===== src/rtl/m_game_scheduler_pkg.sv =====
// Shared definitions for the maze-game round sequencer.
// Latency: n/a (types and constants only).
// Backpressure: n/a.
package m_game_scheduler_pkg;

  typedef enum logic [2:0] {
    ST_IDLE,
    ST_WAIT_TICK,
    ST_RUN_LOGIC,
    ST_CHECK,
    ST_HIT,
    ST_OVER,
    ST_WON
  } state_t;

  localparam int DIV_W   = 23;  // game-tick divider width
  localparam int LIVES_W = 2;
  localparam int SCORE_W = 8;
  localparam int TICK_W  = 16;  // executed-tick counter width
  localparam int TO_W    = 8;   // logic-pass timeout counter width
  localparam int HIT_W   = 8;   // frozen-tick counter width after a ghost hit

  localparam int DEF_TICK_CYCLES = 5000000;  // 10 Hz at 50 MHz
  localparam int DEF_FOOD_TOTAL  = 150;

endpackage


===== src/rtl/m_game_scheduler_if.sv =====
// Handshake bundle between the round sequencer and the game-logic / collision blocks.
// Latency: n/a (wires only).
// Backpressure: enables are levels held until the matching completion is seen.
//   logic_enable / logic_finished   : one game-logic pass
//   collide_enable / ghost_collision: one ghost-collision check
//   score                           : current score from game logic
interface m_game_scheduler_if;
  import m_game_scheduler_pkg::*;

  logic               logic_enable;
  logic               logic_finished;
  logic               collide_enable;
  logic               ghost_collision;
  logic [SCORE_W-1:0] score;

  // master: the scheduler; slave: game logic + collision checker
  modport master (
    output logic_enable, collide_enable,
    input  logic_finished, ghost_collision, score
  );
  modport slave (
    input  logic_enable, collide_enable,
    output logic_finished, ghost_collision, score
  );
endinterface


===== src/rtl/m_tick_divider.sv =====
// Game-tick divider: counts 0..TICK_CYCLES-1 and flags the terminal count.
// Latency: tick is combinational from the count register, asserted in the terminal cycle.
// Backpressure: run=0 holds the count; clear forces it to 0 and wins over run.
//   clock, resetn : clock, async active-low reset
//   run, clear    : count enable, synchronous clear
//   tick          : high in the cycle the counter wraps
module m_tick_divider
  import m_game_scheduler_pkg::*;
#(
  parameter int TICK_CYCLES = DEF_TICK_CYCLES
) (
  input  logic clock,
  input  logic resetn,
  input  logic run,
  input  logic clear,
  output logic tick
);

  localparam logic [DIV_W-1:0] TERM = DIV_W'(TICK_CYCLES - 1);

  logic [DIV_W-1:0] cnt;

  assign tick = run && !clear && (cnt == TERM);

  always_ff @(posedge clock or negedge resetn) begin
    if (!resetn) begin
      cnt <= '0;
    end else if (clear) begin
      cnt <= '0;
    end else if (run) begin
      cnt <= (cnt == TERM) ? '0 : cnt + DIV_W'(1);
    end
  end

endmodule


===== src/rtl/m_game_scheduler.sv =====
// Round sequencer: per game tick runs one logic pass, then a 2-cycle ghost-collision check.
// Latency: logic_enable rises TICK_CYCLES cycles after WAIT_TICK entry; CHECK resolves 2 cycles after finish.
// Backpressure: pause freezes WAIT_TICK/HIT; a logic pass waits for logic_finished up to TIMEOUT cycles.
//   clock, resetn          : clock, async active-low reset
//   start, pause           : level controls from the player
//   gif                    : logic / collision handshake bundle (master side)
//   respawn                : one-cycle position reset pulse
//   lives, game_over, game_won, timeout_err, tick_count : status to the display path
module m_game_scheduler
  import m_game_scheduler_pkg::*;
#(
  parameter int TICK_CYCLES = DEF_TICK_CYCLES,
  parameter int TIMEOUT     = 255,
  parameter int START_LIVES = 3,
  parameter int FOOD_TOTAL  = DEF_FOOD_TOTAL,
  parameter int HIT_TICKS   = 10
) (
  input  logic                  clock,
  input  logic                  resetn,
  input  logic                  start,
  input  logic                  pause,
  m_game_scheduler_if.master    gif,
  output logic                  respawn,
  output logic [LIVES_W-1:0]    lives,
  output logic                  game_over,
  output logic                  game_won,
  output logic                  timeout_err,
  output logic [TICK_W-1:0]     tick_count
);

  localparam logic [TO_W-1:0]    TO_LAST  = TO_W'(TIMEOUT - 1);
  localparam logic [HIT_W-1:0]   HIT_LAST = HIT_W'(HIT_TICKS - 1);
  localparam logic [LIVES_W-1:0] LIVES0   = LIVES_W'(START_LIVES);
  localparam logic [SCORE_W-1:0] FOOD_MAX = SCORE_W'(FOOD_TOTAL);

  state_t           state;
  logic [TO_W-1:0]  to_cnt;
  logic [HIT_W-1:0] hit_cnt;
  logic             chk_second;
  logic             div_tick;
  logic             div_active;

  // The divider only runs while waiting for a tick or sitting out a hit;
  // everywhere else it is held at 0 so every wait starts from a full period.
  assign div_active = (state == ST_WAIT_TICK) || (state == ST_HIT);

  m_tick_divider #(.TICK_CYCLES(TICK_CYCLES)) u_div (
    .clock (clock),
    .resetn(resetn),
    .run   (div_active && !pause),
    .clear (!div_active),
    .tick  (div_tick)
  );

  always_ff @(posedge clock or negedge resetn) begin
    if (!resetn) begin
      state              <= ST_IDLE;
      to_cnt             <= '0;
      hit_cnt            <= '0;
      chk_second         <= 1'b0;
      gif.logic_enable   <= 1'b0;
      gif.collide_enable <= 1'b0;
      respawn            <= 1'b0;
      lives              <= '0;
      game_over          <= 1'b0;
      game_won           <= 1'b0;
      timeout_err        <= 1'b0;
      tick_count         <= '0;
    end else begin
      respawn <= 1'b0;
      case (state)
        ST_IDLE, ST_OVER, ST_WON: begin
          if (start) begin
            state       <= ST_WAIT_TICK;
            lives       <= LIVES0;
            tick_count  <= '0;
            timeout_err <= 1'b0;
            game_over   <= 1'b0;
            game_won    <= 1'b0;
            respawn     <= 1'b1;
          end
        end

        ST_WAIT_TICK: begin
          if (div_tick) begin
            state            <= ST_RUN_LOGIC;
            gif.logic_enable <= 1'b1;
            tick_count       <= tick_count + TICK_W'(1);
          end
        end

        ST_RUN_LOGIC: begin
          // A finish in the same cycle as the last allowed one is not a timeout.
          if (gif.logic_finished || (to_cnt == TO_LAST)) begin
            if (!gif.logic_finished) timeout_err <= 1'b1;
            state              <= ST_CHECK;
            gif.logic_enable   <= 1'b0;
            gif.collide_enable <= 1'b1;
            chk_second         <= 1'b0;
            to_cnt             <= '0;
          end else begin
            to_cnt <= to_cnt + TO_W'(1);
          end
        end

        ST_CHECK: begin
          if (!chk_second) begin
            chk_second <= 1'b1;
          end else begin
            chk_second         <= 1'b0;
            gif.collide_enable <= 1'b0;
            // Collision outranks the win: eating the last food while caught still costs a life.
            if (gif.ghost_collision) begin
              if (lives > LIVES_W'(1)) begin
                lives   <= lives - LIVES_W'(1);
                respawn <= 1'b1;
                hit_cnt <= '0;
                state   <= ST_HIT;
              end else begin
                lives     <= '0;
                game_over <= 1'b1;
                state     <= ST_OVER;
              end
            end else if (gif.score >= FOOD_MAX) begin
              game_won <= 1'b1;
              state    <= ST_WON;
            end else begin
              state <= ST_WAIT_TICK;
            end
          end
        end

        ST_HIT: begin
          // Divider wraps to 0 on the last frozen tick, so WAIT_TICK starts clean.
          if (div_tick) begin
            if (hit_cnt == HIT_LAST) begin
              hit_cnt <= '0;
              state   <= ST_WAIT_TICK;
            end else begin
              hit_cnt <= hit_cnt + HIT_W'(1);
            end
          end
        end

        default: state <= ST_IDLE;
      endcase
    end
  end

endmodule


===== src/flat_wrapper.sv =====
// flat-port wrapper written by rule: the top's interface ports become plain ports
module m_game_scheduler_flat import m_game_scheduler_pkg::*;
#(
  parameter int TICK_CYCLES = DEF_TICK_CYCLES,
  parameter int TIMEOUT     = 255,
  parameter int START_LIVES = 3,
  parameter int FOOD_TOTAL  = DEF_FOOD_TOTAL,
  parameter int HIT_TICKS   = 10
)
  (clock, resetn, start, pause, respawn, lives, game_over, game_won, timeout_err, tick_count, gif_logic_enable, gif_collide_enable, gif_logic_finished, gif_ghost_collision, gif_score);
  m_game_scheduler_if gif_i ();
  input  logic clock;
  input  logic resetn;
  input  logic start;
  input  logic pause;
  output logic respawn;
  output logic [LIVES_W-1:0] lives;
  output logic game_over;
  output logic game_won;
  output logic timeout_err;
  output logic [TICK_W-1:0] tick_count;
  output wire logic [$bits(gif_i.logic_enable)-1:0] gif_logic_enable;
  output wire logic [$bits(gif_i.collide_enable)-1:0] gif_collide_enable;
  input wire logic [$bits(gif_i.logic_finished)-1:0] gif_logic_finished;
  input wire logic [$bits(gif_i.ghost_collision)-1:0] gif_ghost_collision;
  input wire logic [$bits(gif_i.score)-1:0] gif_score;
  assign gif_logic_enable = gif_i.logic_enable;
  assign gif_collide_enable = gif_i.collide_enable;
  assign gif_i.logic_finished = gif_logic_finished;
  assign gif_i.ghost_collision = gif_ghost_collision;
  assign gif_i.score = gif_score;
  m_game_scheduler #(.TICK_CYCLES(TICK_CYCLES), .TIMEOUT(TIMEOUT), .START_LIVES(START_LIVES), .FOOD_TOTAL(FOOD_TOTAL), .HIT_TICKS(HIT_TICKS)) u_core (.clock(clock), .resetn(resetn), .start(start), .pause(pause), .gif(gif_i), .respawn(respawn), .lives(lives), .game_over(game_over), .game_won(game_won), .timeout_err(timeout_err), .tick_count(tick_count));
endmodule

===== config.mk =====
export PLATFORM = sky130hd
export DESIGN_NAME = m_game_scheduler_flat
export DESIGN_NICKNAME = d
export VERILOG_FILES = /design/src/rtl/m_game_scheduler_pkg.sv /design/src/rtl/m_game_scheduler_if.sv /design/src/rtl/m_tick_divider.sv /design/src/rtl/m_game_scheduler.sv /design/src/flat_wrapper.sv
export SDC_FILE = /design/constraint.sdc
export NUM_CORES = 1
export LEC_CHECK = 0
export CAP_MARGIN = 10
export CORE_MARGIN = 8
export CORE_UTILIZATION = 50
export DETAILED_ROUTE_END_ITERATION = 10
export PLACE_DENSITY = 0.69
export SYNTH_ARGS = -nofsm -noshare
export SYNTH_HDL_FRONTEND = slang
export SYNTH_SLANG_ARGS = --single-unit

===== constraint.sdc =====
create_clock -name clock -period 2.9 [get_ports clock]
set_input_delay 0.435 -clock clock [delete_from_list [all_inputs] [get_ports clock]]
set_output_delay 0.435 -clock clock [all_outputs]
set_load 0.02 [all_outputs]

## Word-level counts from Yosys, hierarchy flattened

Cells that the tools add are included.
W data, S select, Z words.

| cells by class | value |
|---|---|
| add/subtract/negate cells | 5 |
| order comparisons | 2 |
| eq/ne operators | 22 |
| multiplexer cells | 53 |
| reductions and logical operators | 24 |

Operator list:

| operator | number |
|---|---|
| $mux W23 | 3 |
| $mux W8 | 6 |
| $mux W16 | 2 |
| $pmux W16 S2 | 1 |
| $mux W3 | 8 |
| $add A23 B1 Y23 const B | 1 |
| $eq A23 B23 Y1 const B | 1 |
| $mux W1 | 19 |
| $add A16 B1 Y16 const B | 1 |
| $add A8 B1 Y8 const B | 2 |
| $pmux W8 S2 | 1 |
| $pmux W3 S5 | 1 |
| $reduce_and A5 Y1 | 3 |
| $ne A2 B2 Y1 const B | 7 |
| $pmux W1 S2 | 7 |
| $ne A2 B1 Y1 const B | 6 |
| $reduce_bool A2 Y1 | 6 |
| $eq A3 B3 Y1 const B | 3 |
| $reduce_and A3 Y1 | 3 |
| $eq A8 B4 Y1 const B | 1 |
| $eq A8 B8 Y1 const B | 1 |
| $ge A8 B8 Y1 const B | 1 |
| $mux W2 | 4 |
| $reduce_and A4 Y1 | 2 |
| 12 further kinds | 16 |

| word-level totals | value |
|---|---|
| register bits | 67 |
| input bits | 14 |
| output and inout bits | 24 |
| word-level logic and storage cells | 119 |

## Longest topological paths before layout

Gate-level depths: netlist (run 1).

| logic depth | value |
|---|---|
| depth after elaboration | 7 |
| gate-level depth with buffers | 8 |
| gate-level depth less buffers | 7 |

## Hierarchy

A second synthesis (run 1) with hierarchy kept.

| second synthesis, totals | value |
|---|---|
| cell total of the unflattened synthesis | 424 |
| area, all modules | 3858.7 µm² |

Modules (own cells, without submodules):

| module | instances | cells an instance | area each (µm²) | seq. area each (µm²) |
|---|---|---|---|---|
| m_game_scheduler | 1 | 263 | 2501.1 | 1101.1 |
| m_tick_divider | 1 | 161 | 1357.6 | 575.6 |

## Least setup slack after synthesis (run 1)

OpenSTA, ideal clock, no wires.

| timing path | value |
|---|---|
| kind | reg2reg |
| from | register u_core.u_div.cnt[15] |
| to | register u_core.tick_count[15] |
| setup time | 0.079 ns |
| arrival time | 2.403 ns |
| data required time | 2.821 ns |
| path slack | 0.418 ns |
| stages on the path, launching flop included | 8 |
| buffers on the path | 2 |
| clock period less this slack | 2.482 ns |
| cells stage by stage | dfrtp_1 or4_1 or4_1 buf_6 or3_4 buf_6 a211oi_2 mux2i_1 |

| on the way | value |
|---|---|
| longest elaborated chain between the ends | 4 |

Ends and longest elaborated chain:

| what | RTL line | source |
|---|---|---|
| start: declaration | m_tick_divider.sv:21 | `logic [DIV_W-1:0] cnt;` |
| start signal: assignment | m_tick_divider.sv:31 | `cnt <= (cnt == TERM) ? '0 : cnt + DIV_W'(1);` |
| $eq A23 B23 Y1 | m_tick_divider.sv:23 | `assign tick = run && !clear && (cnt == TERM);` |
| $logic_and A1 B1 Y1 | m_tick_divider.sv:23 |  |
| $ne A2 B1 Y1 (no line) | -- |  |
| $reduce_and A3 Y1 (no line) | -- |  |
| end signal: assignment | m_game_scheduler.sv:88 | `tick_count <= tick_count + TICK_W'(1);` |
| end: declaration | m_game_scheduler.sv:28 | `output logic [TICK_W-1:0] tick_count` |

No other way between the ends.
A chain may end at the register's enable or synchronous reset.

## Worst setup path after layout (run 1)

| timing path | value |
|---|---|
| from | register u_core.u_div.cnt[15] |
| to | register u_core.tick_count[13] |

The elaborated chain is that of the path after synthesis.

==> results of run 1 <==
-- how the worst max path moves through the flow --
| stage | startpoint | endpoint | slack, ns | depth (start not counted) |
|---|---|---|---|---|
| floorplan | u_core.u_div.cnt[15] | u_core.tick_count[15] | 0.42 | 7 |
| global placement | u_core.u_div.cnt[15] | u_core.tick_count[13] | 0.42 | 5 |
| detailed placement | u_core.u_div.cnt[15] | u_core.tick_count[13] | 0.39 | 5 |
| CTS | u_core.u_div.cnt[15] | u_core.tick_count[13] | 0.39 | 5 |
| global route | u_core.u_div.cnt[13] | u_core.tick_count[13] | 0.25 | 5 |
| finish | u_core.u_div.cnt[15] | u_core.tick_count[13] | 0.40 | 5 |
-- per-layer routing --
metal  up-vias  wire length [um]  global-route usage, %
met5         -                 0                      0
met3         6               434                   5.15
met4         0                57                   4.35
li1       1605                 -                      -
met2        60              4170                   28.8
met1      1559              3870                   22.8
-- synth_stat cells, types with 9 or more instances --
library cell	number
nand2_1	36
or3_1	18
nor4_1	10
dfrtp_1	67
nor2_1	31
o21ai_0	38
nand3_1	25
a21oi_1	38
inv_1	19
a31oi_1	9
clkbuf_1	13
nand4_1	18
-- critical path, delay by kind of cell (launching register included) --
family | cells | cell delay, ns
AND/OR/NAND/NOR | 5 | 2.04
flip-flops | 1 | 0.42
-- state kept, by name (all words and copies together), names as in the netlist --
register	count
u_core.chk_second	1
u_core.respawn	1
u_core.game_won	1
u_core.state	3
u_core.lives	2
u_core.timeout_err	1
u_core.game_over	1
u_core.tick_count	16
u_core.gif.collide_enable	1
u_core.to_cnt	8
u_core.gif.logic_enable	1
u_core.hit_cnt	8
u_core.u_div.cnt	23
-- through the flow --
stage	setup slack (ns)	hold WS (ns)	utilization, %	cell area, um2
final	0.397	0.132	60.5	4340
after global routing	0.246	0.188	60.5	4340
after CTS	0.386	0.152	60.5	4340
after detailed placement	0.393	0.484	58.4	4190
after global placement	0.421	0.473	58.4	4190
after floorplan	0.418	0.139	-	3680
-- cell type report --
cell class | count | share of cell area, %
Multi-Input combinational cell | 311 | 42.8
Sequential cell | 67 | 38.7
Timing Repair Buffer | 50 | 10.6
Clock buffer | 11 | 3.03
Tap cell | 99 | 2.86
Inverter | 19 | 1.64
Clock inverter | 3 | 0.404
-- cells by family (layout without fill, tap and decap cells) --
logic type,Yosys count,in the layout,synth area share [%]
and+or+nand+nor,178,178,26.0
AOI/OAI and AO/OA,106,106,16.7
muxes,9,9,2.55
adders and majority gates,7,7,2.58
xor gates and xnor gates,11,11,2.62
DFF,67,67,45.6
buffers and inverters,35,83,3.98
-- power by group --
part	switching (mW)	leakage [nW]	internal [mW]
logic	0.529	0.787	0.351
registers	0.165	0.903	1.08
clock network	0.336	0.0750	0.298
total	1.03	1.77	1.73
==> results_dict.tcl, run 1 <==
set metrics [dict create \
    r2r-start "u_core.u_div.cnt[15]" \
    cts_root_buf "clkbuf_8" \
    cp-start-kind "flip-flop" \
    worst_pin_slew_ns 0.682 \
    drtIter0Drc 186 \
    die_y_um 102 \
    cap_viol_max_count 0 \
    slowest_stage "or4_1" \
    path_common_cell "or4_1" \
    post_cts_buffers 0 \
    ff2ff_path_depth 5 \
    hp-class "primary input to async pin" \
    rsz0062_at_grt "no" \
    die_x_um 102 \
    period_share_pct 86.3 \
    cts.sinks 67 \
    total_leakage_power_nw 1.77 \
    wl_per_cell_um 15.2 \
    yosys_most_used_dff "dfrtp_1" \
    wl_um 8530 \
    gr-total-overflow 0 \
    synth_top_cell_by_area "dfrtp_1" \
    drc 0 \
    path_max_fanout 13 \
    synthesis.area_um2 3680 \
    slew_violations 0 \
    slew_headroom_pct 54.5 \
    layout_commonest_cell "dfrtp_1" \
    register_area_um2 1680 \
    grt_pass1_vias 3102 \
    fp-row-count 31 \
    ctsHoldBuffers 0 \
    cts_htree_levels 3 \
    antenna_found_initial 0 \
    fin_setup_tns_ns 0 \
    via_per_inst 5.77 \
    drtPass1Iterations 4 \
    final_nets 479 \
    core_um2 7180 \
    synth-seq-cells 67 \
    globalplace.congestion 0.830 \
    synth_top_area_share_pct 45.6 \
    r2r_end "u_core.tick_count[13]" \
    arrival_ns 2.79 \
    grt_pass1_wl_um 14900 \
    finalCriticalPeriod_ns 2.50 \
    required_ns 3.18 \
    drtAntennaViolNets 0 \
    die_area_um2 10400 \
    worst-setup-path-type "flip-flop to flip-flop" \
    dpl.hpwl_um 6100 \
    yosys_warnings 0 \
    ctsResizeCount 0 \
    syn_inst 413 \
    grt_max_degree 31 \
    powerDensity_nw_per_um2 636 \
    stdcell_count 560 \
    cp-end-kind "flip-flop" \
    area_delta_synth_final_pct 17.9 \
    multi_input_area_um2 1860 \
    ir_drop_v 0.000378 \
    clock_latency_ns 0.34 \
    drive_above_1_share_pct 8.24 \
    synth.net_count 434 \
    synth-edff-count 0 \
    dpl.cell_count 546 \
    hold_viol 0 \
    tritoncts.num_buffers 9 \
    cts_tree "built" \
    setup-violations-final 0 \
    skew_ns 0.0104 \
    dr_total_vias 3230 \
    path_clk_slew_ns 0.07 \
    track_usage_pct 17.8 \
    slowest_delay_ns 0.54 \
    fmax_mhz 400 \
    run_status "completed" \
    ios 38 \
    fillerInstances 628 \
    async_reset_ff_share_pct 100 \
    port_buffers 36 \
    cts_buffer_depth 2 \
    power.total_mw 2.76 \
    ys_seq_area_share_pct 45.6 \
    mostFrequentLayoutCells "67 x dfrtp_1, 38 x a21oi_1, 38 x o21ai_0" \
    r2r_slack_ns 0.40 \
    syn_area_per_cell_um2 8.91 \
    yosys.cell_types.count 51 \
    antenna_cells 0 \
    path_cells "or4_1 -> or4_1 -> or3_4 -> or4_1 -> nand2_1" \
    ys_top_cells_by_area "dfrtp_1 46%, a21oi_1 5.2%, o21ai_0 5.2%, nand2_1 3.7%, nand3_1 3.4%" \
    start_util_pct 51.3 \
]
No activity file was read; power rests on OpenSTA's default activity.
==> run 2, diff against run 1 <==
--- a/config.mk
+++ b/config.mk
@@ -9,7 +9,7 @@
 export CORE_MARGIN = 8
 export CORE_UTILIZATION = 50
 export DETAILED_ROUTE_END_ITERATION = 10
-export PLACE_DENSITY = 0.69
+export PLACE_DENSITY = 0.71
 export SYNTH_ARGS = -nofsm -noshare
 export SYNTH_HDL_FRONTEND = slang
 export SYNTH_SLANG_ARGS = --single-unit
==> constraint.sdc (replaced) <==
create_clock -name clock -period 2.1 [get_ports clock]
set_input_delay 0.315 -clock clock [delete_from_list [all_inputs] [get_ports clock]]
set_output_delay 0.315 -clock clock [all_outputs]
set_load 0.02 [all_outputs]
==> results_dict.tcl, run 2 (synthesis gave the netlist of run 1 again) <==
set metrics [dict create \
    run_status "finished, violations left" \
    violations "negative setup slack" \
    rsz0062_at_grt "yes" \
    globalplace.congestion 0.905 \
    r2r_slack_ns -0.23 \
    die_x_um 102 \
    ios 38 \
    drtPass1Iterations 4 \
    mostFrequentLayoutCells "67 x dfrtp_1, 48 x buf_4, 37 x a21oi_1" \
    area_delta_synth_final_pct 31.8 \
    cts.sinks 67 \
    required_ns 2.33 \
    cts_tree "built" \
    wl_um 9610 \
    wl_met3_um 539 \
    clock_latency_ns 0.34 \
    fmax_mhz 429 \
    fp-row-count 31 \
    tritoncts.num_buffers 9 \
    path_max_fanout 3 \
    largest_reg_flops 23 \
    fin_util_pct 67.6 \
    die_y_um 102 \
    cp-start-kind "flip-flop" \
    worst_pin_slew_ns 0.504 \
    grt_pass1_wl_um 16400 \
    antenna_cells 0 \
    total_leakage_power_nw 2.08 \
    drtIter0Drc 135 \
    gr-total-overflow 0 \
    core_um2 7180 \
    wl_per_cell_um 15.9 \
    powerDensity_nw_per_um2 875 \
    finalCriticalPeriod_ns 2.33 \
    hold_viol 0 \
    wl_met1_um 4250 \
    grt_max_degree 68 \
    layout_commonest_cell "dfrtp_1" \
    slew_violations 0 \
    arrival_ns 2.56 \
    path_clk_slew_ns 0.07 \
    hp-class "flip-flop to flip-flop" \
    cts_htree_levels 3 \
    grt_pass1_vias 3481 \
    fin_ws_ns -0.232 \
    topRoutingLayerUsed "met4" \
    drtAntennaViolNets 0 \
    top_regs "u_core.u_div.cnt x23, u_core.tick_count x16" \
    via_per_inst 5.76 \
    setup-violations-final 30 \
    track_usage_pct 19.7 \
    die_area_um2 10400 \
    start_util_pct 51.3 \
    hold_slack_ns 0.489 \
    cts_buffer_depth 2 \
    drive_above_1_share_pct 19.0 \
    dr_total_vias 3487 \
    cp-end-kind "flip-flop" \
    worst-setup-path-type "flip-flop to flip-flop" \
    dp_slack_ns -0.267 \
    ir_drop_v 0.000471 \
    regMostFlops "u_core.u_div.cnt" \
    skew_ns 0.00950 \
    place_area_um2 4510 \
    wl_met2_um 4690 \
    slew_headroom_pct 66.1 \
    antenna_found_initial 0 \
    power.total_mw 4.24 \
    dpl.hpwl_um 6540 \
    period_share_pct 111 \
    port_buffers 36 \
    final_cell_area_um2 4850 \
    final_nets 522 \
    cap_viol_max_count 0 \
    drc 0 \
    cts_root_buf "clkbuf_8" \
]
run 2: cell types whose count changed in the layout (fill, tap and decap cells not counted), sizes merged:
cell	delta
clkbuf	+3
dlygate4sd3	+1
clkinvlp	-1
buf	+42
run 2: path summary, 6_finish.rpt:
path / startpoint / endpoint / depth (start not counted)
min in group asynchronous: resetn / u_core.game_over / 3
hold / removal: u_core.game_won / u_core.game_won / 1
setup / recovery: u_core.u_div.cnt[15] / u_core.state[2] / 6
max in group asynchronous: resetn / u_core.tick_count[3] / 3
hold reg to reg: u_core.game_won / u_core.game_won / 1
setup reg to reg: u_core.u_div.cnt[15] / u_core.state[2] / 6
run 2: critical path, cell delays in order, from the launching register on:
cell,delay (ns)
dfrtp_1,0.38
or4_4,0.53
or4_4,0.45
buf_4,0.17
o21ai_2,0.12
and4b_2,0.27
mux2_4,0.30
run 2: final cells by class:
| type | instances | area [um2] |
|---|---|---|
| inverter | 19 | 71.3 |
| multi-input combinational | 311 | 1970 |
| fill | 600 | 2330 |
| clock inverter | 2 | 10.0 |
| clock buffer | 14 | 163 |
| timing repair buffer | 93 | 833 |
| tap | 99 | 124 |
| sequential | 67 | 1680 |
run 2: through the flow:
stage / std cells / setup TNS, ns
floorplan: 413 / -4.98
global placement: 585 / -3.86
detailed placement: 585 / -4.76
CTS: 605 / -3.31
global route: 605 / -5.34
finish: 605 / -2.27
run 2: report_power, final:
group | total [mW] | internal [mW] | leakage (nW) | switching, mW
registers | 1.70 | 1.49 | 0.903 | 0.205
logic | 1.57 | 0.706 | 1.09 | 0.867
clock network | 0.972 | 0.492 | 0.0905 | 0.480
run 2: per-layer routing:
metal	GRT usage, %	vias to the layer above
met2	32.0	113
met4	7.79	0
li1	-	1688
met1	25.6	1675
met5	0	-
met3	3.16	11
run 2: repair_timing:
action / in CTS / in global routing
pin swaps: 3 / 5
setup endpoints to repair: 35 / 48
hold endpoints to repair: 0 / 2
cloned: 1 / 0
gates resized for setup: 24 / 13
setup buffers: 3 / 0
hold buffers: 0 / 1
